<file path="config.mk">
export PLATFORM = sky130hd
export DESIGN_NAME = vga_term_ctrl_flat
export DESIGN_NICKNAME = d
export VERILOG_FILES = /design/src/rtl/vga_term_ctrl_pkg.sv /design/src/rtl/vga_term_ctrl_if.sv /design/src/rtl/vga_term_fifo.sv /design/src/rtl/vga_term_ctrl.sv /design/src/flat_wrapper.sv
export SDC_FILE = /design/constraint.sdc
export NUM_CORES = 1
export LEC_CHECK = 0
export BUFFER_PORTS_ARGS = -buffer_cell sky130_fd_sc_hd__buf_2
export CORE_UTILIZATION = 45
export CTS_CLUSTER_SIZE = 40
export DETAILED_ROUTE_END_ITERATION = 8
export HOLD_SLACK_MARGIN = 0.08
export SLEW_MARGIN = 0
export SYNTH_ARGS = -nofsm -noshare
export SYNTH_HDL_FRONTEND = slang
export SYNTH_SLANG_ARGS = --single-unit
</file>
<file path="constraint.sdc">
create_clock -name clk -period 5.18 [get_ports clk]
set_input_delay 0.518 -clock clk [delete_from_list [all_inputs] [get_ports clk]]
set_output_delay 0.518 -clock clk [all_outputs]
set_load 0.02 [all_outputs]
</file>
<file path="src/rtl/vga_term_ctrl_pkg.sv">
// Shared console definitions: buffer geometry defaults, control codes and sequencer states.
package vga_term_ctrl_pkg;

    localparam int DEF_NUM_ROWS = 3;
    localparam int DEF_NUM_COLS = 10;

    localparam int ROW_W  = 2;
    localparam int COL_W  = 4;
    localparam int ADDR_W = 5;

    localparam logic [6:0] CC_LF    = 7'h0A;
    localparam logic [6:0] CC_CR    = 7'h0D;
    localparam logic [6:0] CC_BS    = 7'h08;
    localparam logic [6:0] CC_FF    = 7'h0C;
    localparam logic [6:0] CC_SPACE = 7'h20;
    localparam logic [7:0] BLANK    = {1'b0, CC_SPACE};

    typedef enum logic [2:0] {
        ST_IDLE,
        ST_EXEC,
        ST_SCR_RD,
        ST_SCR_WR,
        ST_CLR_ROW,
        ST_CLR_ALL
    } state_t;

    function automatic logic is_printable(input logic [6:0] code);
        return (code >= 7'h20) && (code != 7'h7F);
    endfunction

    // row*ncols+col as a sum of shifted rows, one term per set bit of the constant ncols
    function automatic logic [ADDR_W-1:0] cell_addr(input logic [ROW_W-1:0] row,
                                                    input logic [COL_W-1:0] col,
                                                    input int ncols);
        logic [ADDR_W-1:0] acc;
        acc = ADDR_W'(col);
        for (int b = 0; b < ADDR_W; b++)
            if (ncols[b])
                acc = acc + (ADDR_W'(row) << b);
        return acc;
    endfunction

endpackage

</file>
<file path="src/rtl/vga_term_ctrl_if.sv">
// Byte stream into the terminal sequencer: valid/ready handshake with {color_sel, code} payload.
interface vga_term_ctrl_if;
    logic       ch_valid;
    logic [7:0] ch_data;
    logic       ch_ready;

    modport master (output ch_valid, output ch_data, input ch_ready);
    modport slave  (input ch_valid, input ch_data, output ch_ready);
endinterface

</file>
<file path="src/rtl/vga_term_fifo.sv">
// Synchronous byte FIFO; a push is refused whenever full, regardless of a same-cycle pop.
module vga_term_fifo #(
    parameter int  WIDTH = 8,
    parameter int  DEPTH = 4,
    localparam int PTR_W = $clog2(DEPTH)
) (
    input  logic             clk,
    input  logic             rst_n,
    input  logic             push,
    input  logic [WIDTH-1:0] din,
    input  logic             pop,
    output logic [WIDTH-1:0] dout,
    output logic             full,
    output logic             empty,
    output logic [PTR_W:0]   count
);
    logic [WIDTH-1:0] mem [DEPTH];
    logic [PTR_W-1:0] wr_ptr, rd_ptr;
    logic             do_push, do_pop;

    assign full    = (count == (PTR_W+1)'(DEPTH));
    assign empty   = (count == '0);
    assign do_push = push && !full;
    assign do_pop  = pop && !empty;
    assign dout    = mem[rd_ptr];

    always_ff @(posedge clk)
        if (do_push)
            mem[wr_ptr] <= din;

    always_ff @(posedge clk or negedge rst_n) begin
        if (!rst_n) begin
            wr_ptr <= '0;
            rd_ptr <= '0;
            count  <= '0;
        end else begin
            if (do_push)
                wr_ptr <= wr_ptr + PTR_W'(1);
            if (do_pop)
                rd_ptr <= rd_ptr + PTR_W'(1);
            case ({do_push, do_pop})
                2'b10:   count <= count + (PTR_W+1)'(1);
                2'b01:   count <= count - (PTR_W+1)'(1);
                default: ;
            endcase
        end
    end
endmodule

</file>
<file path="src/rtl/vga_term_ctrl.sv">
// Terminal sequencer: sole writer of the text buffer; cursor, wrap, scroll and clear.
// IDLE:pop byte | EXEC:decode/write | SCR_RD/SCR_WR:copy up | CLR_ROW:blank last row | CLR_ALL:blank all
module vga_term_ctrl
    import vga_term_ctrl_pkg::*;
#(
    parameter int NUM_ROWS    = DEF_NUM_ROWS,
    parameter int NUM_COLS    = DEF_NUM_COLS,
    parameter int FIFO_DEPTH  = 4,
    parameter int SYNC_VBLANK = 1
) (
    input  logic              clk,
    input  logic              rst_n,
    vga_term_ctrl_if.slave    ch,
    input  logic              vblank,
    output logic [ADDR_W-1:0] buf_addr,
    output logic [7:0]        buf_wdata,
    output logic              buf_we,
    input  logic [7:0]        buf_rdata,
    output logic [ROW_W-1:0]  cursor_row,
    output logic [COL_W-1:0]  cursor_col,
    output logic              busy
);
    localparam int NUM_CHARS = NUM_ROWS * NUM_COLS;
    localparam int CNT_W     = $clog2(FIFO_DEPTH) + 1;
    localparam logic [ADDR_W-1:0] NC_A      = ADDR_W'(NUM_COLS);
    localparam logic [ADDR_W-1:0] SCR_LAST  = ADDR_W'(NUM_CHARS - NUM_COLS - 1);
    localparam logic [ADDR_W-1:0] LAST_BASE = ADDR_W'(NUM_CHARS - NUM_COLS);
    localparam logic [ADDR_W-1:0] LAST_CELL = ADDR_W'(NUM_CHARS - 1);
    localparam logic [ROW_W-1:0]  ROW_LAST  = ROW_W'(NUM_ROWS - 1);
    localparam logic [COL_W-1:0]  COL_LAST  = COL_W'(NUM_COLS - 1);

    state_t            state;
    logic [6:0]        cur;
    logic [ROW_W-1:0]  row;
    logic [COL_W-1:0]  col;
    logic [ADDR_W-1:0] idx, addr_q;
    logic [7:0]        wdata_q;
    logic              we_q;
    logic              go, pop, wants_lf;
    logic              fifo_empty, fifo_full;
    logic [7:0]        fifo_dout;
    logic [CNT_W-1:0]  fifo_count;

    vga_term_fifo #(.WIDTH(8), .DEPTH(FIFO_DEPTH)) u_fifo (
        .clk   (clk),
        .rst_n (rst_n),
        .push  (ch.ch_valid),
        .din   (ch.ch_data),
        .pop   (pop),
        .dout  (fifo_dout),
        .full  (fifo_full),
        .empty (fifo_empty),
        .count (fifo_count)
    );

    assign go       = (SYNC_VBLANK != 0) ? vblank : 1'b1;
    assign pop      = (state == ST_IDLE) && !fifo_empty && go;
    assign wants_lf = (is_printable(cur) && (col == COL_LAST)) || (cur == CC_LF);

    assign ch.ch_ready = !fifo_full;
    assign buf_addr    = addr_q;
    assign buf_wdata   = wdata_q;
    assign buf_we      = we_q && go;    // a pending write simply waits out go=0
    assign cursor_row  = row;
    assign cursor_col  = col;
    assign busy        = (state != ST_IDLE) || (fifo_count != '0);

    // Whole FSM freezes while go=0, so address and phase are held across a stall.
    always_ff @(posedge clk or negedge rst_n) begin
        if (!rst_n) begin
            state   <= ST_CLR_ALL;
            cur     <= '0;
            row     <= '0;
            col     <= '0;
            idx     <= '0;
            addr_q  <= '0;
            wdata_q <= BLANK;
            we_q    <= 1'b0;
        end else if (go) begin
            unique case (state)
                ST_IDLE: begin
                    if (!fifo_empty) begin
                        cur     <= fifo_dout[6:0];
                        addr_q  <= cell_addr(row, col, NUM_COLS);
                        wdata_q <= fifo_dout;
                        we_q    <= is_printable(fifo_dout[6:0]);
                        state   <= ST_EXEC;
                    end
                end
                ST_EXEC: begin
                    state <= ST_IDLE;
                    we_q  <= 1'b0;
                    if (is_printable(cur)) begin
                        col <= (col == COL_LAST) ? '0 : col + COL_W'(1);
                    end else begin
                        case (cur)
                            CC_LF, CC_CR: col <= '0;
                            CC_BS: if (col != '0) col <= col - COL_W'(1);
                            CC_FF: begin
                                row     <= '0;
                                col     <= '0;
                                addr_q  <= '0;
                                wdata_q <= BLANK;
                                we_q    <= 1'b1;
                                state   <= ST_CLR_ALL;
                            end
                            default: ;
                        endcase
                    end
                    if (wants_lf) begin
                        if (row != ROW_LAST) begin
                            row <= row + ROW_W'(1);
                        end else begin
                            idx    <= '0;
                            addr_q <= NC_A;
                            state  <= ST_SCR_RD;
                        end
                    end
                end
                ST_SCR_RD: begin
                    wdata_q <= buf_rdata;
                    addr_q  <= idx;
                    we_q    <= 1'b1;
                    state   <= ST_SCR_WR;
                end
                ST_SCR_WR: begin
                    if (idx == SCR_LAST) begin
                        addr_q  <= LAST_BASE;
                        wdata_q <= BLANK;
                        state   <= ST_CLR_ROW;
                    end else begin
                        idx    <= idx + ADDR_W'(1);
                        addr_q <= idx + NC_A + ADDR_W'(1);
                        we_q   <= 1'b0;
                        state  <= ST_SCR_RD;
                    end
                end
                ST_CLR_ROW, ST_CLR_ALL: begin
                    // out of reset we_q is low, so the first cycle only arms the write
                    if (!we_q) begin
                        we_q <= 1'b1;
                    end else if (addr_q == LAST_CELL) begin
                        we_q  <= 1'b0;
                        state <= ST_IDLE;
                    end else begin
                        addr_q <= addr_q + ADDR_W'(1);
                    end
                end
                default: state <= ST_CLR_ALL;
            endcase
        end
    end
endmodule

</file>
<file path="src/flat_wrapper.sv">
// flat-port wrapper written by rule: the top's interface ports become plain ports
module vga_term_ctrl_flat import vga_term_ctrl_pkg::*;
#(
    parameter int NUM_ROWS    = DEF_NUM_ROWS,
    parameter int NUM_COLS    = DEF_NUM_COLS,
    parameter int FIFO_DEPTH  = 4,
    parameter int SYNC_VBLANK = 1
)
  (clk, rst_n, vblank, buf_addr, buf_wdata, buf_we, buf_rdata, cursor_row, cursor_col, busy, ch_ch_valid, ch_ch_data, ch_ch_ready);
  vga_term_ctrl_if ch_i ();
  input  logic clk;
  input  logic rst_n;
  input  logic vblank;
  output logic [ADDR_W-1:0] buf_addr;
  output logic [7:0] buf_wdata;
  output logic buf_we;
  input  logic [7:0] buf_rdata;
  output logic [ROW_W-1:0] cursor_row;
  output logic [COL_W-1:0] cursor_col;
  output logic busy;
  input wire logic [$bits(ch_i.ch_valid)-1:0] ch_ch_valid;
  input wire logic [$bits(ch_i.ch_data)-1:0] ch_ch_data;
  output wire logic [$bits(ch_i.ch_ready)-1:0] ch_ch_ready;
  assign ch_i.ch_valid = ch_ch_valid;
  assign ch_i.ch_data = ch_ch_data;
  assign ch_ch_ready = ch_i.ch_ready;
  vga_term_ctrl #(.NUM_ROWS(NUM_ROWS), .NUM_COLS(NUM_COLS), .FIFO_DEPTH(FIFO_DEPTH), .SYNC_VBLANK(SYNC_VBLANK)) u_core (.clk(clk), .rst_n(rst_n), .ch(ch_i), .vblank(vblank), .buf_addr(buf_addr), .buf_wdata(buf_wdata), .buf_we(buf_we), .buf_rdata(buf_rdata), .cursor_row(cursor_row), .cursor_col(cursor_col), .busy(busy));
endmodule
</file>
# Yosys cells after proc, flatten, opt, wreduce, memory -nomap -nowiden
# Memory sizes are Yosys's and may differ from the RTL's.
# Index checks and enable logic that the tools add are counted.
dict set report classes {
  addsub 13
  magnitude_cmp 2
  n_eq_ne 29
  muxes 48
  n_bitwise 1
  reduce_logical 32
}
# operator n
set op_table {}
lappend op_table {{$mux W5} 14}
lappend op_table {{$mux W8} 4}
lappend op_table {{$pmux W8 S4} 1}
lappend op_table {{$eq A7 B4 Y1 const B} 4}
lappend op_table {{$pmux W5 S5} 1}
lappend op_table {{$mux W3} 8}
lappend op_table {{$add A5 B1 Y5 const B} 3}
lappend op_table {{$pmux W3 S5} 1}
lappend op_table {{$ge A7 B6 Y1 const B} 2}
lappend op_table {{$ne A2 B2 Y1 const B} 7}
lappend op_table {{$ne A7 B7 Y1 const B} 2}
lappend op_table {{$mux W4} 3}
lappend op_table {{$reduce_and A4 Y1} 3}
lappend op_table {{$eq A5 B5 Y1 const B} 2}
lappend op_table {{$pmux W5 S2} 1}
lappend op_table {{$reduce_and A5 Y1} 2}
lappend op_table {{$eq A3 B3 Y1 const B} 3}
lappend op_table {{$reduce_bool A3 Y1} 3}
lappend op_table {{$logic_and A1 B1 Y1} 8}
lappend op_table {{$mux W1} 8}
lappend op_table {{$mux W2} 4}
lappend op_table {{$ne A2 B1 Y1 const B} 4}
lappend op_table {{$pmux W4 S2} 1}
lappend op_table {{$reduce_bool A4 Y1} 2}
lappend op_table {{other kinds (27)} 34}
dict set report totals {
  register_bits 42
  ram_bits 32
  inputBits 20
  out_inout_bits 22
  elab_cells 137
  memories 1
}
# name words word_bits read_ports rd_ports_with_merged_regs write_ports line_no
set memory_table {}
lappend memory_table {u_core.u_fifo.mem 4 8 1 0 1 vga_term_fifo.sv:17} ;# logic [WIDTH-1:0] mem [DEPTH];

# Longest topological paths before layout
dict set report depth {
  word_depth 7
  mapped_depth 10
  depth_no_buf 10
}

# By module
# A second synthesis with hierarchy kept.
dict set report unflattened {
  hier_cells 369
  area_unflattened_um2 4165.2
}
# mod instances cells_per_inst area_per_inst_um2 seq_area_each_um2
set modules_own_cells {}
lappend modules_own_cells {vga_term_ctrl 1 290 2572.5 879.6}
lappend modules_own_cells {vga_term_fifo 1 79 1592.8 1136.1}

# Worst setup path after synthesis
# Ideal clock, no wire load.
dict set report synth_timing {
  path_type {register -> register}
  startpoint {register u_core.col[1] (netlist: u_core.cursor_col[1])}
  endpoint {register u_core.addr_q[3] (netlist: u_core.buf_addr[3])}
  setup_time_ns 0.121
  arrival_time_ns 2.497
  required_time_ns 5.059
  setup_slack_ns 2.562
  path_stages_with_launch 10
  n_path_buf 0
  period_less_slack_ns 2.618
  cell_sequence {dfrtp_1 > ha_1 > fa_1 > xor2_1 > ha_1 > mux2_2 > a32oi_1 > o21ai_0 > a211o_1 > a22o_1}
}
dict set report synth_between {
  elab_chain_cells 7
  word_cells_on_any_way 11
  cone_classes {add/sub: 2; eq/ne: 1; mux: 6; reduce/logical: 2}
}
# item line_no
set synth_lines {}
lappend synth_lines {{from (decl)} vga_term_ctrl.sv:35} ;# logic [COL_W-1:0] col;
lappend synth_lines {{from (signal assigned)} vga_term_ctrl.sv:94} ;# col <= (col == COL_LAST) ? '0 : col + COL_W'(1);
lappend synth_lines {{from (signal assigned)} vga_term_ctrl.sv:98} ;# CC_BS: if (col != '0) col <= col - COL_W'(1);
lappend synth_lines {{$add A4 B3 Y5} vga_term_ctrl_pkg.sv:39} ;# acc = acc + (ADDR_W'(row) << b);
lappend synth_lines {{$mux W5} vga_term_ctrl.sv:82} ;# if (!fifo_empty) begin
lappend synth_lines {{$mux W5} vga_term_ctrl.sv:80} ;# unique case (state)
lappend synth_lines {{$mux W5} vga_term_ctrl.sv:79} ;# end else if (go) begin
lappend synth_lines {{$add A5 B5 Y5} vga_term_ctrl_pkg.sv:39}
lappend synth_lines {{$mux W5} vga_term_ctrl.sv:82}
lappend synth_lines {{$pmux W5 S5 (*)} vga_term_ctrl.sv:80}
lappend synth_lines {{to (signal assigned)} vga_term_ctrl.sv:84} ;# addr_q <= cell_addr(row, col, NUM_COLS);
lappend synth_lines {{to (signal assigned)} vga_term_ctrl.sv:122} ;# addr_q <= idx;
lappend synth_lines {{to (signal assigned)} vga_term_ctrl.sv:133} ;# addr_q <= idx + NC_A + ADDR_W'(1);
lappend synth_lines {{to (decl)} vga_term_ctrl.sv:36} ;# logic [ADDR_W-1:0] idx, addr_q;
# Mark *: on every way between the ends. The rest lies on a longest branch, timed or not. The select of a mux whose other input is x is not followed.
# A chain may end at the register's enable or synchronous reset.

# Worst setup path after layout
dict set report layout_timing {
  startpoint {register u_core.state[1]}
  endpoint {register u_core.u_fifo.count[2]}
}
dict set report layout_between {
  elab_chain_cells 6
  word_cells_on_any_way 8
  cone_classes {eq/ne: 2; mux: 1; reduce/logical: 5}
}
# item line_no
set layout_lines {}
lappend layout_lines {{from (decl)} vga_term_ctrl.sv:32} ;# state_t state;
lappend layout_lines {{from (signal assigned)} vga_term_ctrl.sv:71} ;# state <= ST_CLR_ALL;
lappend layout_lines {{from (signal assigned)} vga_term_ctrl.sv:87} ;# state <= ST_EXEC;
lappend layout_lines {{from (signal assigned)} vga_term_ctrl.sv:91} ;# state <= ST_IDLE;
lappend layout_lines {{$logic_not A3 Y1 (*)} vga_term_ctrl.sv:57} ;# assign pop = (state == ST_IDLE) && !fifo_empty && go;
lappend layout_lines {{$logic_and A1 B1 Y1 (*) (2 in a row)} vga_term_ctrl.sv:57}
lappend layout_lines {{$logic_and A1 B1 Y1 (*)} vga_term_fifo.sv:24} ;# assign do_pop = pop && !empty;
lappend layout_lines {{$eq A2 B1 Y1 or $eq A2 B2 Y1 (tied branches)} vga_term_fifo.sv:41} ;# case ({do_push, do_pop})
lappend layout_lines {{$pmux W3 S2 or $reduce_bool A2 Y1 (tied branches)} n/a}
lappend layout_lines {{to (signal assigned)} vga_term_fifo.sv:42} ;# 2'b10: count <= count + (PTR_W+1)'(1);
lappend layout_lines {{to (signal assigned)} vga_term_fifo.sv:43} ;# 2'b01: count <= count - (PTR_W+1)'(1);
lappend layout_lines {{to (decl)} vga_term_fifo.sv:15} ;# output logic [PTR_W:0] count
# Mark *: on every way between the ends. The rest lies on a longest branch, timed or not.

==> flow_summary.toml <==
[route]
drtIter0Drc = 143
ant_nets = 0
wl_mm = 8.69
wl_per_cell_um = 17.4
route.vias.total = 2867
viasPerCell = 5.73
first_pass_iters = 6
route.detailed.drc = 0

[global_routing]
antenna_found_initial = 0
grt_overflow = 0
top_usage_layer = "met2"
grt_start_max_net_pins = 43
met1_usage_pct = 26.8
first_global_vias = 2854
grt_usage_pct = 19.8
use_met2_pct = 31.8
grt_first_pass_wirelength_mm = 14.6
use_met3_pct = 4.12

[sta]
period_needed_ns = 2.79
worstMarginPinSlew_ns = 1.01
relSlewSlack_pct = 32.7
tns_ns = 0
post-route-period-util_pct = 53.9
maxSlewViolCount = 0
fin_worst_skew_ns = 0.0110
setup_viol = 0
worst_slack_ns = 2.39
rsz0062_at_grt = "no"
hold_slack_ns = 0.328
clock.fmax_ghz = 0.358
hold_viol = 0

[power_and_ir_drop]
vdd_drop_max_mv = 0.262
power_density_nw_per_um2 = 527
p_int_w = 0.00140
share_comb_of_total_power_pct = 38.9
switchingPower_w = 0.000965
seqPwrFrac_pct = 43.1
power_switching_share_pct = 40.8
p_leak_nw = 1.85
total_power_w = 0.00237
clockPowerShare_pct = 18.0

[critical_path]
timing.rr.start = "u_core.state[1]"
critPathLaunch = "u_core.state[1]"
setup.worst_path.end = "u_core.u_fifo.count[2]"
r2r-end = "u_core.u_fifo.count[2]"
rrSetupSlack_ns = 2.39
path_depth = 8
slowest_delay_ns = 0.64
cp-start-kind = "flop"
cp.arrival_ns = 3.06
path_common_cell = "xor2_1"
worstPathRequired_ns = 5.45
r2r_cells = 8
cpMaxStageDelayCell = "dfrtp_1"
crit_type = "reg -> reg"
endpoint_kind = "flop"
cp_cell_sequence = "nor3_1 > and3_1 > ha_1 > inv_1 > fa_1 > xor2_1 > nor2_1 > xor2_1"
cpLargestDelayFamily = "simple AND/OR/NAND/NOR gates"
cp_max_fo = 23
worst-path-buf-inv = 1

[place]
portBuffers = 41
dpl.hpwl_mm = 6.15
dp_slack_ns = 2.42
gp_congestion = 0.822

[yosys]
syn-num-nets = 385
yosysWarnings = 0
synth_seq_cells = 74
ys_seq_area_share_pct = 49.9
synth_edf_count = 32
synth-main-ff-cell = "dfrtp_1"
async_flop_share_pct = 56.8
avgSynthCellArea_um2 = 11.7
synthDistinctLibCells = 66
synthCells = 346
syn-cell-area_um2 = 4040

[die]
num_rows = 34
core-area_um2 = 8720
pin_count = 42
dieWidth_um = 96.7
fp.dieH_um = 96.7
die_area_um2 = 9360
start_util_pct = 46.3

[final_layout]
final_nets = 426
antenna_cells = 0
drive_gt1_share_pct = 23.5
area_growth_pct = 11.3
fillerInstances = 757

[clock_network]
clockBufferDepth = 2
cts_buffers = 9
clk_pin_slew_ns = 0.09
cts.htree.levels = 3
clk_latency_ns = 0.35
cts_root_buffer = "clkbuf_8"
cts_setup_buffers = 0
cts_sinks = 74
postCtsHoldBufs = 0
cts.repair.resized = 0
cts_tree = "yes"

[flow_run]
cap_viol_max_count = 0

[status]
status = "finished clean"

[hold_path]
hold_path.class = "in -> async"
==> layout by cell type (no fill, tap or decap), types with 4 or more instances in the layout <==
master	Yosys	final
mux2_2	9	9
nand4_1	4	4
nor2_1	21	21
and3_1	7	7
inv_1	16	16
nand2_1	18	18
clkbuf_8	0	9
a22oi_1	9	9
nand3_1	11	11
xnor2_1	8	8
ha_1	17	17
nor2_2	4	4
a31oi_1	4	4
a21oi_1	14	14
buf_2	3	41
nor3_1	7	7
xor2_1	6	6
o21ai_0	20	20
edfxtp_1	32	32
a22o_1	4	4
dfrtp_1	39	39
and2_1	5	5
mux4_2	8	8
nor2b_1	6	6
==> synthesized netlist by cell type, drive strengths merged (8+ instances only) <==
library cell	instances	area share, %
mux4	8	4.5
ha	17	5.3
edfxtp	32	24
nor2	25	2.6
xnor2	8	1.7
buf	8	1.5
a22oi	9	1.7
mux2	10	2.8
inv	16	1.5
o21ai	21	2.6
nand2	18	1.7
a21oi	17	2.4
nor3	8	1.1
dfrtp	39	24
nand3	12	1.6
==> worst min-delay path by stage <==
stage / from / to / slack [ns] / cells past startpoint
6_report: rst_n / u_core.buf_addr[2] / 0.33 / 1
5_1_grt: ch_ch_data[1] / u_core.u_fifo.mem[2][1] / 0.36 / 1
4_1_cts: ch_ch_data[1] / u_core.u_fifo.mem[0][1] / 0.36 / 1
3_5_place_dp: u_core.u_fifo.count[2] / u_core.u_fifo.count[2] / 0.52 / 1
3_3_place_gp: u_core.u_fifo.count[2] / u_core.u_fifo.count[2] / 0.50 / 1
2_1_floorplan: rst_n / asynchronous set/reset pin / 0.22 / 0
==> sequential cells by signal, indices dropped and copies added (netlist names), named ones only <==
signal / flops
u_core.cursor_row: 1
u_core.buf_wdata: 8
u_core.idx: 5
u_core.cursor_col: 4
u_core.u_fifo.rd_ptr: 2
u_core.cur: 7
u_core.buf_addr: 5
u_core.state: 3
u_core.u_fifo.mem: 32
u_core.we_q: 1
u_core.u_fifo.count: 3
u_core.u_fifo.wr_ptr: 2
==> power groups by stage <==
| stage | sequential, W | clock (W) | combinational (W) |
|---|---|---|---|
| after global placement | 0.00103 | 0 | 0.000921 |
| after CTS | 0.00102 | 0.000442 | 0.000934 |
| final | 0.00102 | 0.000426 | 0.000922 |
| after global routing | 0.00105 | 0.000465 | 0.00102 |
| after floorplan | 0.00101 | 0 | 0.000678 |
| after detailed placement | 0.00103 | 0 | 0.000928 |
==> through the flow <==
stage,util [%],cells,instance area (um^2)
after floorplan,-,346,4040
after global placement,49.4,484,4310
after detailed placement,49.4,484,4310
after CTS,51.5,500,4490
after global routing,51.5,500,4490
final,51.5,500,4490
==> layout make-up <==
type	count	area, um^2	share of cell area [%]
well taps	108	135	3.01
multi-input cells	244	1890	42.0
repair buffers	42	213	4.73
clock inverters	7	58.8	1.31
inverters	16	60.1	1.34
clock buffers	9	124	2.76
flip-flops and latches	74	2020	44.8
==> worst register-to-register path, stage by stage (launching register included) <==
cell and delay (ns):
dfrtp_1 0.64, nor3_1 0.38, and3_1 0.52, ha_1 0.28
inv_1 0.07, fa_1 0.42, xor2_1 0.15, nor2_1 0.11
xor2_1 0.16
==> cells by family after synthesis <==
| family | synth area share [%] |
|---|---|
| and+or+nand+nor | 14.5 |
| AOI/OAI and AO/OA | 14.9 |
| DFF | 49.9 |
| buffers and inverters | 3.35 |
| muxes | 7.99 |
| adders and majority gates | 6.26 |
| xor gates and xnor gates | 3.04 |
==> per-layer routing <==
| layer | vias up | share of wire (%) |
|---|---|---|
| li1 | 1372 | - |
| met1 | 1402 | 47 |
| met5 | - | 0 |
| met4 | 0 | 1.6 |
| met3 | 12 | 3.9 |
| met2 | 81 | 48 |
Power figures use the tool's default switching activity.
